**config.mk**
```make
export PLATFORM = sky130hd
export DESIGN_NAME = mult_arbiter
export DESIGN_NICKNAME = d
export VERILOG_FILES = /design/src/rtl/mult_arb_pkg.sv /design/src/rtl/mult_arbiter_rr_arbiter.sv /design/src/rtl/mult_arbiter.sv
export SDC_FILE = /design/constraint.sdc
export NUM_CORES = 1
export LEC_CHECK = 0
export BUFFER_PORTS_ARGS = -buffer_cell sky130_fd_sc_hd__buf_2
export CAP_MARGIN = 30
export CORE_MARGIN = 2
export CORE_UTILIZATION = 41
export DETAILED_ROUTE_END_ITERATION = 8
export GPL_TIMING_DRIVEN = 0
export PLACE_DENSITY = 0.81
export RECOVER_POWER = 100
export SETUP_SLACK_MARGIN = 0.05
export SYNTH_ARGS = -nofsm -noshare
export SYNTH_HDL_FRONTEND = slang
export SYNTH_SLANG_ARGS = --single-unit
```
**constraint.sdc**
```tcl
create_clock -name clk -period 4.8 [get_ports clk]
set_input_delay 0.96 -clock clk [delete_from_list [all_inputs] [get_ports clk]]
set_output_delay 0.96 -clock clk [all_outputs]
set_load 0.1 [all_outputs]
```
**src/rtl/mult_arb_pkg.sv**
```systemverilog
// Shared types and constants for the multiplier arbiter slice.
package mult_arb_pkg;

    localparam int NREQ_DEF     = 4;
    localparam int MULT_LAT_DEF = 3;
    localparam int STAT_W       = 16;
    localparam int ID_MAX_W     = 3;

    function automatic int clog2(input int value);
        int r;
        r = 0;
        for (int i = 0; i < 31; i++) begin
            if ((1 << i) < value) r = i + 1;
        end
        return r;
    endfunction

    // id is sized for the largest supported NREQ; narrower configs use the low bits
    typedef struct packed {
        logic                valid;
        logic [ID_MAX_W-1:0] id;
    } tag_t;

endpackage

```
**src/rtl/mult_arbiter_rr_arbiter.sv**
```systemverilog
// Round-robin grant over NREQ requesters; the search starts at the pointer and wraps.
module rr_arbiter #(
    parameter int NREQ = 4,
    parameter int ID_W = 2
) (
    input  logic            clk,
    input  logic            rst_i,
    input  logic [NREQ-1:0] req_i,
    output logic [NREQ-1:0] gnt_o,
    output logic            gnt_vld_o,
    output logic [ID_W-1:0] gnt_id_o
);

    logic [ID_W-1:0] ptr_q, ptr_d;
    int unsigned     idx;

    always_comb begin
        gnt_o     = '0;
        gnt_vld_o = 1'b0;
        gnt_id_o  = '0;
        idx       = 0;
        if (!rst_i) begin
            for (int i = 0; i < NREQ; i++) begin
                idx = (int'(ptr_q) + i) % NREQ;
                if (!gnt_vld_o && req_i[idx]) begin
                    gnt_o[idx] = 1'b1;
                    gnt_vld_o  = 1'b1;
                    gnt_id_o   = ID_W'(idx);
                end
            end
        end
    end

    always_comb begin
        ptr_d = ptr_q;
        if (gnt_vld_o) begin
            ptr_d = (gnt_id_o == ID_W'(NREQ - 1)) ? '0 : gnt_id_o + 1'b1;
        end
    end

    always_ff @(posedge clk) begin
        if (rst_i) ptr_q <= '0;
        else       ptr_q <= ptr_d;
    end

endmodule

```
**src/rtl/mult_arbiter.sv**
```systemverilog
// Shares one fixed-latency multiplier among NREQ requesters with round-robin grants.
// Optional per-requester grant counters: define MULT_ARBITER_STATS_EN.
module mult_arbiter
    import mult_arb_pkg::*;
#(
    parameter int NREQ     = NREQ_DEF,
    parameter int ID_W     = clog2(NREQ),
    parameter int MULT_LAT = MULT_LAT_DEF
) (
    input  logic              clk,
    input  logic              rst,
    input  logic [NREQ-1:0]   req,
    input  logic [NREQ*8-1:0] req_a,
    input  logic [NREQ*8-1:0] req_b,
    output logic [NREQ-1:0]   gnt,
    output logic [7:0]        mult_a,
    output logic [7:0]        mult_b,
    input  logic [15:0]       mult_result,
    output logic              rsp_valid,
    output logic [ID_W-1:0]   rsp_id,
    output logic [15:0]       rsp_data
`ifdef MULT_ARBITER_STATS_EN
    ,
    input  logic                     stat_clr,
    output logic [NREQ*STAT_W-1:0]   stat_grants
`endif
);

    localparam int DATA_W = 8;

    logic            gnt_vld;
    logic [ID_W-1:0] gnt_id;
    tag_t            tag_d;
    tag_t            tag_q [MULT_LAT];

    rr_arbiter #(.NREQ(NREQ), .ID_W(ID_W)) u_rr (
        .clk       (clk),
        .rst_i     (rst),
        .req_i     (req),
        .gnt_o     (gnt),
        .gnt_vld_o (gnt_vld),
        .gnt_id_o  (gnt_id)
    );

    always_comb begin
        mult_a = '0;
        mult_b = '0;
        for (int k = 0; k < NREQ; k++) begin
            if (gnt[k]) begin
                mult_a = req_a[k*DATA_W +: DATA_W];
                mult_b = req_b[k*DATA_W +: DATA_W];
            end
        end
    end

    always_comb begin
        tag_d.valid = gnt_vld;
        tag_d.id    = ID_MAX_W'(gnt_id);
    end

    // Tags ride alongside the multiplier pipeline; clearing them masks stale products
    always_ff @(posedge clk) begin
        if (rst) begin
            for (int j = 0; j < MULT_LAT; j++) tag_q[j] <= '0;
        end else begin
            tag_q[0] <= tag_d;
            for (int j = 1; j < MULT_LAT; j++) tag_q[j] <= tag_q[j-1];
        end
    end

    assign rsp_valid = tag_q[MULT_LAT-1].valid;
    assign rsp_id    = tag_q[MULT_LAT-1].id[ID_W-1:0];
    assign rsp_data  = mult_result;

`ifdef MULT_ARBITER_STATS_EN
    logic [STAT_W-1:0] stat_q [NREQ];
    logic [STAT_W-1:0] stat_d [NREQ];

    // Clear wins over a same-cycle increment; counters stick at all-ones
    always_comb begin
        for (int k = 0; k < NREQ; k++) begin
            stat_d[k] = stat_q[k];
            if (stat_clr)                      stat_d[k] = '0;
            else if (gnt[k] && stat_q[k] != '1) stat_d[k] = stat_q[k] + 1'b1;
        end
    end

    always_ff @(posedge clk) begin
        for (int k = 0; k < NREQ; k++) begin
            if (rst) stat_q[k] <= '0;
            else     stat_q[k] <= stat_d[k];
        end
    end

    always_comb begin
        stat_grants = '0;
        for (int k = 0; k < NREQ; k++) stat_grants[k*STAT_W +: STAT_W] = stat_q[k];
    end
`endif

endmodule

```
==> metrics.md <==
| Metric | Value |
|---|---|
| Setup TNS | 0 ps |
| Max Slew Vio Count | 0 |
| Area grow syn2layout | 59.89% |
| DR vias/cell | 5.243 |
| Post-synth top area cell | dfxtp_1 |
| Largest net degree at the start of global routing | 11 |
| Worst-path fanout max | 10 |
| Pwr Total | 1.425 mW |
| Total wire length | 5326 um |
| #FFs+latches synth | 11 |
| Remaining DRCs | 0 |
| Post-placement cell count | 361 |
| Synth Net Count | 299 |
| Routability congestion estimate from global placement | 0.8776 |
| Commonest non-fill, non-tap cell in the layout | buf_2 |
| Vias | 1961 |
| Post-Syn Area | 1657 sq um |
| Clk pwr share | 6.5% |
| WP data required | 3840 ps |
| Core box area | 3943 sq um |
| Switch share | 62.21% |
| Worst path arrival time | 3640 ps |
| Netlist cell types | 44 |
| Drt pass-1 iters | 4 |
| Register area | 221.5 sq um |
| CP startpoint kind | register |
| Crit path capture type | primary output |
| Seq pwr share | 7.7% |
| Design area | 2649 sq um |
| NumNets Final | 420 |
| Max_slew headroom | 22.46% |
| GR Util All Layers | 20.99% |
| Period utilisation layout | 95.93% |
| Antenna violations before repair | 0 |
| Most frequent cells in the layout | buf_2 (73), nor2_1 (28), buf_4 (28) |
| Min-Delay Path Class | reg2reg |
| Pwr Density | 537.8 nW/um^2 |
| CP Class | reg2out |
| Grt met3 use | 4.000% |
| Count of mapped cells out of synthesis | 204 |
| Layout Cells excl Fill | 374 |
| Vias in the first global route | 1707 |
| GR met1 Demand/Resource | 25.33% |
| Largest delay contributor family on the critical path | compound AO/OA/AOI/OAI gates |
| Clk slew on worst S/H paths | 50 ps |
| Fill cells | 339 |
| Setup slack after layout | 195.3 ps |
| CP peak stage delay | 460 ps |
| Met2 Use GR | 37.87% |
| Maximum root-to-sink buffer count | 2 |
| Switch Pwr | 0.8862 mW |
| Final setup viols | 0 |
| Status | finished clean |
| Die area | 4565 sq um |
| DP HPWL | 4046 um |
| Leakage | 1.203 nW |
| Total grt overflow | 0 |
| Root buf cell | clkbuf_8 |
| Yosys top cell area share | 13.29% |
| RSZ-0062 raised after global routing | yes |
| Worst-skew pair later-pin latency | 240 ps |
| Average routed wire per standard cell | 14.24 um |
| Cell Int Power | 0.5383 mW |
| Multi-input logic area | 1262 sq um |
| Critical Path, Cell by Cell | clkbuf_2 -> inv_1 -> ha_1 -> buf_2 -> or3b_1 -> a2111o_1 -> nand3_1 -> a21boi_2 -> o31ai_4 -> buf_6 -> a221oi_2 -> buf_6 |
| TritonCTS Buffers | 3 |
| Final Hold Viols | 0 |
| Final core utilization | 67.18% |
| Measured slew at the worst slew-check pin | 1168 ps |
| Main synth FF type | dfxtp_1 |
| H-tree levels | 1 |
| Comb power frac | 85.7% |
| Share of the yosys chip area belonging to registers | 13.29% |
| Starting Density | 42.02% |
| Worst slack, placed | 76.69 ps |
| Iter 0 DRT Violations | 52 |
| CTS Sinks | 11 |
| Synth top area cells | dfxtp_1 (13%), a221oi_2 (10%), buf_4 (9.1%) |
| CTS Hold Buffers Added | 0 |
| Fmax | 217.2 MHz |
| First-pass GRT wire length | 7562 um |
| Max Clock Skew | 5.934 ps |
| Die height | 67.57 um |
| Post-route ant nets | 0 |
| Gr busiest metal | met2 |
| Post-DP Area | 2455 sq um |
| CP max-delay cell | a2111o_1 |
| Worst path most repeated cell | buf_6 |
| # diodes | 0 |
| PortBufs | 107 |
| Post-synth EDFFs | 0 |
| DIE WIDTH | 67.57 um |
| Crit path buffers/inverters | 5 |
| Hold_ws | 423.0 ps |
| IO Pins | 125 |
| Final min period | 4605 ps |
| CTS tree | done |
| Ys Warns | 0 |
| FFs w/ async S/R, synth | 0% |
| Layout cell share with drive strength beyond 1 | 50.31% |
| Max Cap Viol | 0 |
| Syn Area/Cell | 8.121 sq um |
| VDD IR max | 0.0001992 V |
| # rows | 23 |
-- worst reg2reg max path, cell delays in order, from the launching register on --
cell	delay, ps
dfxtp_1	410
clkbuf_2	240
inv_1	130
ha_1	280
buf_2	180
or3b_1	360
a2111o_1	460
nand3_1	170
nor2_1	80
a311oi_1	300
ha_1	280
nand2_1	60
a21oi_1	60
-- power groups by stage --
| stage | clock network, mW | logic, mW | registers [mW] |
|---|---|---|---|
| after floorplan | 0 | 0.953 | 0.111 |
| after global placement | 0 | 1.09 | 0.110 |
| after detailed placement | 0 | 1.10 | 0.111 |
| after CTS | 0.0941 | 1.16 | 0.109 |
| after global routing | 0.0988 | 1.27 | 0.111 |
| final | 0.0932 | 1.22 | 0.110 |
-- metal layers --
layer | vias up | wire length [um] | part of all wire [%]
met5 | - | 0 | 0
li1 | 975 | - | -
met1 | 901 | 2089 | 39
met4 | 0 | 35 | 0.66
met2 | 79 | 2838 | 53
met3 | 6 | 363 | 6.8
-- logic make-up (layout without fill, tap and decap cells) --
kind of cell             after synthesis  after routing  share of synthesized area (%)
AO/OA/AOI/OAI                         62             62                          35.35
buffers and inverters                 60            180                          21.30
AND/OR/NAND/NOR                       57             57                          17.22
flip-flops                            11             11                          13.29
adder cells (fa/ha/maj)                9              9                          6.798
multiplexers                           5              5                          6.043
-- Yosys cell counts, types with 3 or more instances --
library cell / instances
buf_6: 6
a221oi_2: 11
buf_2: 6
o21ai_0: 4
buf_4: 20
a32oi_1: 16
nand2b_1: 3
nand2_1: 4
dfxtp_1: 11
a21oi_1: 7
nor2_1: 28
mux4_2: 4
nand3b_1: 3
ha_1: 9
clkbuf_1: 3
a221oi_1: 5
inv_1: 25
nor2b_1: 9
-- final timing paths --
kind | startpoint | endpoint | slack, ps | cells past startpoint
max | u_rr.ptr_q[1]$_SDFFE_PP0P_ | mult_a[5] | 200 | 12
min | tag_q[0][1]$_SDFF_PP0_ | tag_q[0][5]$_SDFF_PP0_ | 420 | 1
max reg2reg | u_rr.ptr_q[1]$_SDFFE_PP0P_ | u_rr.ptr_q[1]$_SDFFE_PP0P_ | 1680 | 12
min reg2reg | tag_q[0][1]$_SDFF_PP0_ | tag_q[0][5]$_SDFF_PP0_ | 420 | 1
-- registers in the layout, summed over array words and instances (netlist names) --
| register | count |
|---|---|
| tag_q | 9 |
| u_rr.ptr_q | 2 |
-- what timing repair did --
action / 4_1_cts / 5_1_grt
resized for setup: 23 / 23
setup endpoints to repair: 16 / 16
setup buffers: 0 / 9
pin swaps: 1 / 2
-- final cells by class --
| class | instances | area share (%) |
|---|---|---|
| multi-input combinational | 133 | 47.66 |
| timing repair buffer | 116 | 26.26 |
| buffer | 35 | 9.967 |
| sequential | 11 | 8.361 |
| inverter | 25 | 3.684 |
| tap | 50 | 2.362 |
| clock buffer | 4 | 1.701 |
(Power assumes the default switching activity.)
